**src/rtl/mac_acc_pkg.sv**
```systemverilog
// Shared types and default parameters for the MAC accumulator.
package mac_acc_pkg;

  localparam int unsigned DefProdW = 16;
  localparam int unsigned DefAccW  = 20;
  localparam int unsigned DefLen   = 8;

  typedef enum logic [1:0] {
    StIdle,
    StAccum,
    StHold
  } mac_state_e;

endpackage

```
**src/rtl/mac_acc_add.sv**
```systemverilog
// Accumulator adder with carry-out; MAC_ACC_SAT_EN clamps the sum to all-ones on carry.
module mac_acc_add
  import mac_acc_pkg::*;
#(
  parameter int unsigned PROD_W = DefProdW,
  parameter int unsigned ACC_W  = DefAccW
) (
  input  logic [ACC_W-1:0]  acc,
  input  logic [PROD_W-1:0] product,
  output logic [ACC_W-1:0]  sum,
  output logic              carry
);

  logic [ACC_W:0] full;

  // One extra bit captures the carry out of ACC_W.
  assign full  = {1'b0, acc} + (ACC_W + 1)'(product);
  assign carry = full[ACC_W];

`ifdef MAC_ACC_SAT_EN
  assign sum = carry ? '1 : full[ACC_W-1:0];
`else
  assign sum = full[ACC_W-1:0];
`endif

endmodule

```
**src/rtl/mac_accumulator.sv**
```systemverilog
// Frame accumulator: sums LEN products, presents the sum with a sticky overflow flag.
// Build option MAC_ACC_SAT_EN selects saturating instead of wrapping accumulation.
module mac_accumulator
  import mac_acc_pkg::*;
#(
  parameter int unsigned PROD_W = DefProdW,
  parameter int unsigned ACC_W  = DefAccW,
  parameter int unsigned LEN    = DefLen
) (
  input  logic              clk,
  input  logic              rst_n,
  input  logic              clr,
  input  logic              in_valid,
  output logic              in_ready,
  input  logic [PROD_W-1:0] product,
  output logic              out_valid,
  input  logic              out_ready,
  output logic [ACC_W-1:0]  acc_out,
  output logic              out_ovf
);

  localparam int unsigned    CntW    = $clog2(LEN + 1);
  localparam logic [CntW-1:0] LastCnt = CntW'(LEN - 1);

  mac_state_e       state_q, state_d;
  logic [ACC_W-1:0] acc_q, acc_d;
  logic [CntW-1:0]  cnt_q, cnt_d;
  logic             ovf_q, ovf_d;
  logic [ACC_W-1:0] sum;
  logic             carry;

  mac_acc_add #(
    .PROD_W(PROD_W),
    .ACC_W (ACC_W)
  ) u_add (
    .acc    (acc_q),
    .product(product),
    .sum    (sum),
    .carry  (carry)
  );

  assign in_ready  = (state_q != StHold);
  assign out_valid = (state_q == StHold);
  assign acc_out   = acc_q;
  assign out_ovf   = ovf_q;

  always_comb begin
    state_d = state_q;
    acc_d   = acc_q;
    cnt_d   = cnt_q;
    ovf_d   = ovf_q;
    if (clr) begin
      state_d = StIdle;
      acc_d   = '0;
      cnt_d   = '0;
      ovf_d   = 1'b0;
    end else begin
      unique case (state_q)
        StIdle, StAccum: begin
          if (in_valid) begin
            acc_d   = sum;
            cnt_d   = cnt_q + CntW'(1);
            ovf_d   = ovf_q | carry;
            state_d = (cnt_q == LastCnt) ? StHold : StAccum;
          end
        end
        StHold: begin
          if (out_ready) begin
            state_d = StIdle;
            acc_d   = '0;
            cnt_d   = '0;
            ovf_d   = 1'b0;
          end
        end
        default: state_d = StIdle;
      endcase
    end
  end

  always_ff @(posedge clk or negedge rst_n) begin
    if (!rst_n) begin
      state_q <= StIdle;
      acc_q   <= '0;
      cnt_q   <= '0;
      ovf_q   <= 1'b0;
    end else begin
      state_q <= state_d;
      acc_q   <= acc_d;
      cnt_q   <= cnt_d;
      ovf_q   <= ovf_d;
    end
  end

endmodule

```
**config.mk**
```make
export PLATFORM = sky130hd
export DESIGN_NAME = mac_accumulator
export DESIGN_NICKNAME = d
export VERILOG_FILES = /design/src/rtl/mac_acc_pkg.sv /design/src/rtl/mac_acc_add.sv /design/src/rtl/mac_accumulator.sv
export SDC_FILE = /design/constraint.sdc
export NUM_CORES = 1
export LEC_CHECK = 0
export ABC_AREA = 1
export CAP_MARGIN = 5
export CORE_UTILIZATION = 55
export CTS_BUF_LIST = sky130_fd_sc_hd__clkbuf_16
export DETAILED_ROUTE_END_ITERATION = 10
export PLACE_DENSITY = 0.84
export SETUP_SLACK_MARGIN = 0.05
export SYNTH_ARGS = -nofsm -noshare
export SYNTH_HDL_FRONTEND = slang
export SYNTH_SLANG_ARGS = --single-unit
```
**constraint.sdc**
```tcl
create_clock -name clk -period 3.4 [get_ports clk]
set_input_delay 0.68 -clock clk [delete_from_list [all_inputs] [get_ports clk]]
set_output_delay 0.68 -clock clk [all_outputs]
set_load 0.02 [all_outputs]
```
==> impl_metrics.env, run 1 <==
export IMPL_grt_usage_pct=28.9
export IMPL_grt_pass1_wl_mm=9.67
export IMPL_rsz0062_at_grt="false"
export IMPL_p_int_uw=841
export IMPL_synth_top_area_share_pct=30.1
export IMPL_htreeDepth=1
export IMPL_maxSlewHeadroom_pct=60.5
export IMPL_critPathLaunchType="primary input"
export IMPL_clk_latency_ns=0.27
export IMPL_ff_latch_area_um2=676
export IMPL_power_mw=1.49
export IMPL_die_area_um2=4340
export IMPL_tightest_slew_ns=0.592
export IMPL_wl_per_cell_um=13.6
export IMPL_ys_ff_latch=27
export IMPL_ioPinCount=44
export IMPL_wirelength_mm=5.60
export IMPL_hold_viol=0
export IMPL_max_stage_delay_ns=0.44
export IMPL_dp_slack_ns=0.757
export IMPL_setup_ws_ns=0.997
export IMPL_cts_sinks=27
export IMPL_multi_input_area_um2=1410
export IMPL_start_util_pct=59.1
export IMPL_rows=22
export IMPL_hold_buffers=0
export IMPL_ys_warn_count=0
export IMPL_final_antenna_net_count=0
export IMPL_drt_iter0_drc=123
export IMPL_syn_area_per_cell_um2=7.04
export IMPL_critPathBufInv=1
export IMPL_fin_util_pct=73.6
export IMPL_path_clk_slew_ns=0.07
export IMPL_dpl_hpwl_mm=4.30
export IMPL_crit_type="in -> reg"
export IMPL_synth_edf_count=0
export IMPL_die_width_um=65.9
export IMPL_post_route_min_period_ns=2.40
export IMPL_switching_share_pct=43.4
export IMPL_path_delay_family="adder cells"
export IMPL_numCtsBuffers=3
export IMPL_critical_path_required_ns=3.56
export IMPL_firstDrtPassIters=4
export IMPL_fillers=338
export IMPL_cts_tree="built"
export IMPL_leakage_nw=1.40
export IMPL_synthTopCellsByArea="dfrtp_1 30%, nand2_1 17%, ha_1 9.5%"
export IMPL_synth_ff_type="dfrtp_1"
export IMPL_tns_ns=0
export IMPL_crit_path_max_fanout=4
export IMPL_fmax_mhz=416
export IMPL_portBuffers=43
export IMPL_area_growth_pct=24.5
export IMPL_crit_arrival_ns=2.56
export IMPL_cts_root_buf="clkbuf_16"
export IMPL_power_frac_clock_pct=19.0
export IMPL_via_count=2209
export IMPL_grt_pass1_vias=2140
export IMPL_timing_hold_ws_ns=0.509
export IMPL_drc=0
export IMPL_post_cts_buffers=0
export IMPL_synth_most_common_cell="nand2_1"
export IMPL_cts_buffer_depth=2
export IMPL_globalplace_congestion=0.940
export IMPL_power_density_nw_per_um2=532
export IMPL_cp_slowest_cell="fa_1"
export IMPL_cap_violations=0
export IMPL_async_flop_share_pct=100
export IMPL_outcome="finished clean"
export IMPL_post_route_period_util_pct=70.7
export IMPL_antenna_found_initial=0
export IMPL_grt_ovfl_total=0
export IMPL_cts_resized_gates=0
export IMPL_grt_max_degree=28
export IMPL_combPwrFrac_pct=52.0
export IMPL_yosysTopAreaCell="dfrtp_1"
export IMPL_syn_nets=358
export IMPL_worstPathCellList="clkdlybuf4s50_1, ha_1, fa_1, nand2_1, nand3_1, nand2_2, o21ai_2, nand2_1, nand2_2, a21oi_1, nor2_1"
export IMPL_routed_via_density=5.36
export IMPL_vdd_drop_max_v=0.000359
export IMPL_fin_skew_ns=0.00552
export IMPL_core_area_um2=3800
export IMPL_slew_violations=0
export IMPL_yosysUniqueCellTypes=33
export IMPL_syn_inst=319
export IMPL_crit_path_end_kind="flip-flop"
export IMPL_seqPwrFrac_pct=29.0
export IMPL_drive_above_1_share_pct=12.9
export IMPL_p_sw_uw=646
export IMPL_num_antenna_cells=0
export IMPL_die_h_um=65.9
export IMPL_finalNetCount=404
export IMPL_netlist_area_um2=2250
export IMPL_hold_class="reg -> reg"
export IMPL_synthTopCellsByCount="103 x nand2_1, 28 x inv_1, 28 x nor2_1, 27 x dfrtp_1, 18 x a21oi_1"
export IMPL_setup_violations_final=0
export IMPL_yosysSeqAreaShare_pct=30.1
==> power groups by stage <==
stage	Combinational, mW	Clock [mW]	Sequential [mW]
2_1_floorplan	0.457	0	0.496
3_3_place_gp	0.748	0	0.435
3_5_place_dp	0.761	0	0.438
4_1_cts	0.768	0.285	0.432
5_1_grt	0.855	0.301	0.440
6_report	0.773	0.283	0.432
==> routing by layer <==
layer  vias to the layer above  track usage [%]  part of all wire [%]
li1                       1123                -                     -
met1                      1022             36.5                    46
met2                        56             50.8                    49
met3                         8             4.14                   4.1
met4                         0             7.34                   1.0
met5                         -                0                     0
==> cell families (layout without fill, tap and decap cells) <==
logic type	Yosys count	count (layout)	synth area share, %
flip-flops	27	27	30.1
AO/OA/AOI/OAI	46	46	12.1
adder cells (fa/ha/maj)	18	18	10.4
AND/OR/NAND/NOR	187	187	38.7
buffers and inverters	37	82	7.13
XOR/XNOR	3	3	1.17
multiplexers	1	1	0.446
==> per-stage QoR <==
step	std cells	area (um2)
after floorplan	319	2250
after global placement	408	2710
after detailed placement	408	2710
after CTS	412	2800
after global routing	412	2800
final	412	2800
==> final cells by class <==
class                   count  share of cell area [%]
clock buffers               3                    2.68
clock inverters             1                   0.268
inverters                  34                    4.65
multi-input cells         255                    50.4
flip-flops and latches     27                    24.2
well taps                  48                    2.15
repair buffers             44                    15.7
==> state kept, by name (all words and copies together) (netlist names) <==
name and flops:
acc_out 20, out_ovf 1, cnt_q 4, state_q 2
==> worst paths after layout <==
check / startpoint / end / slack [ns] / cells after the start
max: product[0] / acc_out[16] / 1.0 / 11
min: cnt_q[0] / cnt_q[0] / 0.51 / 1
max reg2reg: acc_out[0] / acc_out[16] / 1.42 / 10
min reg2reg: cnt_q[0] / cnt_q[0] / 0.51 / 1
max in group asynchronous: rst_n / acc_out[13] / 2.34 / 2
min in group asynchronous: rst_n / acc_out[2] / 0.79 / 2
==> cell usage in the layout, fill, tap and decap left out, types with 2 or more instances in the layout <==
cell type	instances
clkbuf_16	3
nand3_1	15
nor2_2	6
nand2_2	14
a21oi_1	18
ha_1	17
inv_2	4
clkdlybuf4s50_1	43
nor2_4	3
nor4_1	2
nor2_1	28
nor3_1	5
a22o_1	3
nand3_2	5
nand2_1	103
o21ai_2	3
a21oi_2	4
dfrtp_1	27
o21ai_1	8
inv_1	28
xor2_1	2
o21ai_0	8
nand3b_1	3
Note: power is estimated with default switching activity, not from simulation.
==> run 2, diff against run 1 <==
- CORE_UTILIZATION: 55 -> 47
- PLACE_DENSITY: 0.84 -> 0.77
- clock period: 3.4 -> 2 ns (I/O delays scaled with it)
==> run 2 against run 1 <==
The run now ends with DRC left. Final cell count is 11% higher. Register-to-register slack lost 1.2 ns. Final area up 20%. Die area grew 16%. Global-route usage fell by 3.8 points. Largest cell class unchanged. Largest power group unchanged.
==> impl_metrics.env, run 2 (synthesis gave the netlist of run 1 again) <==
export IMPL_dpl_hpwl_mm=4.71
export IMPL_finalNetCount=444
export IMPL_crit_path_end_kind="flip-flop"
export IMPL_fin_skew_ns=0.00797
export IMPL_post_route_min_period_ns=1.90
export IMPL_cts_root_buf="clkbuf_16"
export IMPL_tightest_slew_ns=0.371
export IMPL_critical_path_required_ns=2.21
export IMPL_grt_pass1_vias=2345
export IMPL_globalplace_congestion=0.920
export IMPL_final_antenna_net_count=0
export IMPL_fmax_mhz=525
export IMPL_cts_tree="built"
export IMPL_dp_slack_ns=-0.261
export IMPL_slew_violations=0
export IMPL_numCtsBuffers=3
export IMPL_drive_above_1_share_pct=29.2
export IMPL_start_util_pct=50.2
export IMPL_setup_violations_final=0
export IMPL_path_clk_slew_ns=0.08
export IMPL_fin_util_pct=74.9
export IMPL_leakage_nw=1.64
export IMPL_rsz0062_at_grt="true"
export IMPL_violations="DRC"
export IMPL_layout_common_cells="96 x nand2_1, 41 x clkdlybuf4s50_1, 39 x buf_4"
export IMPL_power_density_nw_per_um2=905
export IMPL_grt_ovfl_total=0
export IMPL_antenna_found_initial=0
export IMPL_critPathLaunchType="primary input"
export IMPL_crit_path_max_fanout=4
export IMPL_tns_ns=0
export IMPL_ioPinCount=44
export IMPL_postLayoutCellArea_um2=3350
export IMPL_hold_viol=0
export IMPL_max_stage_delay_ns=0.53
export IMPL_wl_per_cell_um=13.7
export IMPL_setup_ws_ns=0.0967
export IMPL_hold_class="in -> async"
export IMPL_grt_usage_pct=25.1
export IMPL_die_area_um2=5060
export IMPL_power_mw=3.03
export IMPL_layout_commonest_cell="nand2_1"
export IMPL_wirelength_mm=6.26
export IMPL_dpl_cell_area_um2=3030
export IMPL_rows=24
export IMPL_htreeDepth=1
export IMPL_die_width_um=71.1
export IMPL_r2r_end="acc_out[16]"
export IMPL_die_h_um=71.1
export IMPL_cts_sinks=27
export IMPL_num_antenna_cells=0
export IMPL_outcome="finished, violations left"
export IMPL_timing_hold_ws_ns=0.508
export IMPL_cts_buffer_depth=2
export IMPL_reg2reg_slack_ns=0.22
export IMPL_cap_violations=0
export IMPL_rr_startpoint="acc_out[14]"
export IMPL_core_area_um2=4470
export IMPL_drt_iter0_drc=117
export IMPL_firstDrtPassIters=8
export IMPL_area_growth_pct=49.1
export IMPL_placedCellCount=450
export IMPL_final_cells=456
export IMPL_portBuffers=43
export IMPL_routed_via_density=5.32
export IMPL_maxSlewHeadroom_pct=75.3
export IMPL_clk_latency_ns=0.27
export IMPL_grt_pass1_wl_mm=10.1
export IMPL_critPathBufInv=2
export IMPL_crit_type="in -> reg"
export IMPL_crit_arrival_ns=2.11
export IMPL_post_route_period_util_pct=95.2
export IMPL_grt_max_degree=28
export IMPL_worstPathCellList="clkdlybuf4s50_1, ha_4, buf_4, nand2_2, nor2_1, nor2_2, o21ai_4, nand2_2, nand2_4, nand3_2, nand2_1, nor2_1"
export IMPL_vdd_drop_max_v=0.000551
export IMPL_drc=3
export IMPL_reg2regPathDepth=8
export IMPL_via_count=2426
export IMPL_path_delay_family="simple AND/OR/NAND/NOR gates"
export IMPL_cp_slowest_cell="clkdlybuf4s50_1"
export IMPL_largest_register_ffs=20
## run 2: cell types whose count changed in the layout (fill, tap and decap cells not counted), sizes merged
| cell | before | now |
|---|---|---|
| buf | 1 | 41 |
| clkdlybuf4s50 | 43 | 41 |
| dlymetal6s2s | 0 | 2 |
## run 2: layout make-up
| cell class | count | area [um2] |
|---|---|---|
| Clock buffer | 3 | 75.1 |
| Timing Repair Buffer | 84 | 768 |
| Multi-Input combinational cell | 255 | 1630 |
| Tap cell | 52 | 65.1 |
| Sequential cell | 27 | 676 |
| Clock inverter | 1 | 7.51 |
| Inverter | 34 | 130 |
| Fill cell | 331 | 1120 |
## run 2: worst max path at each step
| stage | from | to | slack, ns | depth (start not counted) |
|---|---|---|---|---|
| after floorplan | acc_out[0] | acc_out[16] | 0.14 | 10 |
| after global placement | product[0] | acc_out[14] | -0.19 | 11 |
| after detailed placement | product[0] | acc_out[16] | -0.26 | 11 |
| after CTS | product[0] | acc_out[16] | 0.03 | 11 |
| after global routing | product[13] | acc_out[18] | 0.002 | 10 |
| final | product[7] | acc_out[16] | 0.1 | 12 |
## run 2: worst register-to-register path, cell delays in order, from the launching register on
cell     delay [ns]
dfrtp_1        0.43
ha_1           0.38
nand2_2        0.11
nor4_1         0.38
nand2_2        0.12
nand2_4        0.09
nand3_2        0.05
nand2_1        0.07
nor2_1         0.05
## run 2: metal layers
layer  global-route usage (%)  vias to the layer above  share of wire (%)  wire length (um)
met1                     30.8                     1138                 42              2630
met5                        0                        -                  0                 0
met4                     8.22                        0                1.2                72
li1                         -                     1207                  -                 -
met2                     45.8                       72                 51              3200
met3                     2.71                        9                5.7               355
## run 2: timing repair
item,in CTS,in global routing
hold buffers,0,0
setup buffers,0,2
pin swaps,1,13
gates resized for setup,2,39
endpoints found under the setup margin,2,15
## run 2: power breakdown
part | leakage [nW] | internal (mW) | total (mW) | switching [mW]
combinational | 1.25 | 0.847 | 1.78 | 0.931
sequential | 0.356 | 0.643 | 0.762 | 0.119
clock | 0.0371 | 0.273 | 0.491 | 0.218
total | 1.64 | 1.76 | 3.03 | 1.27
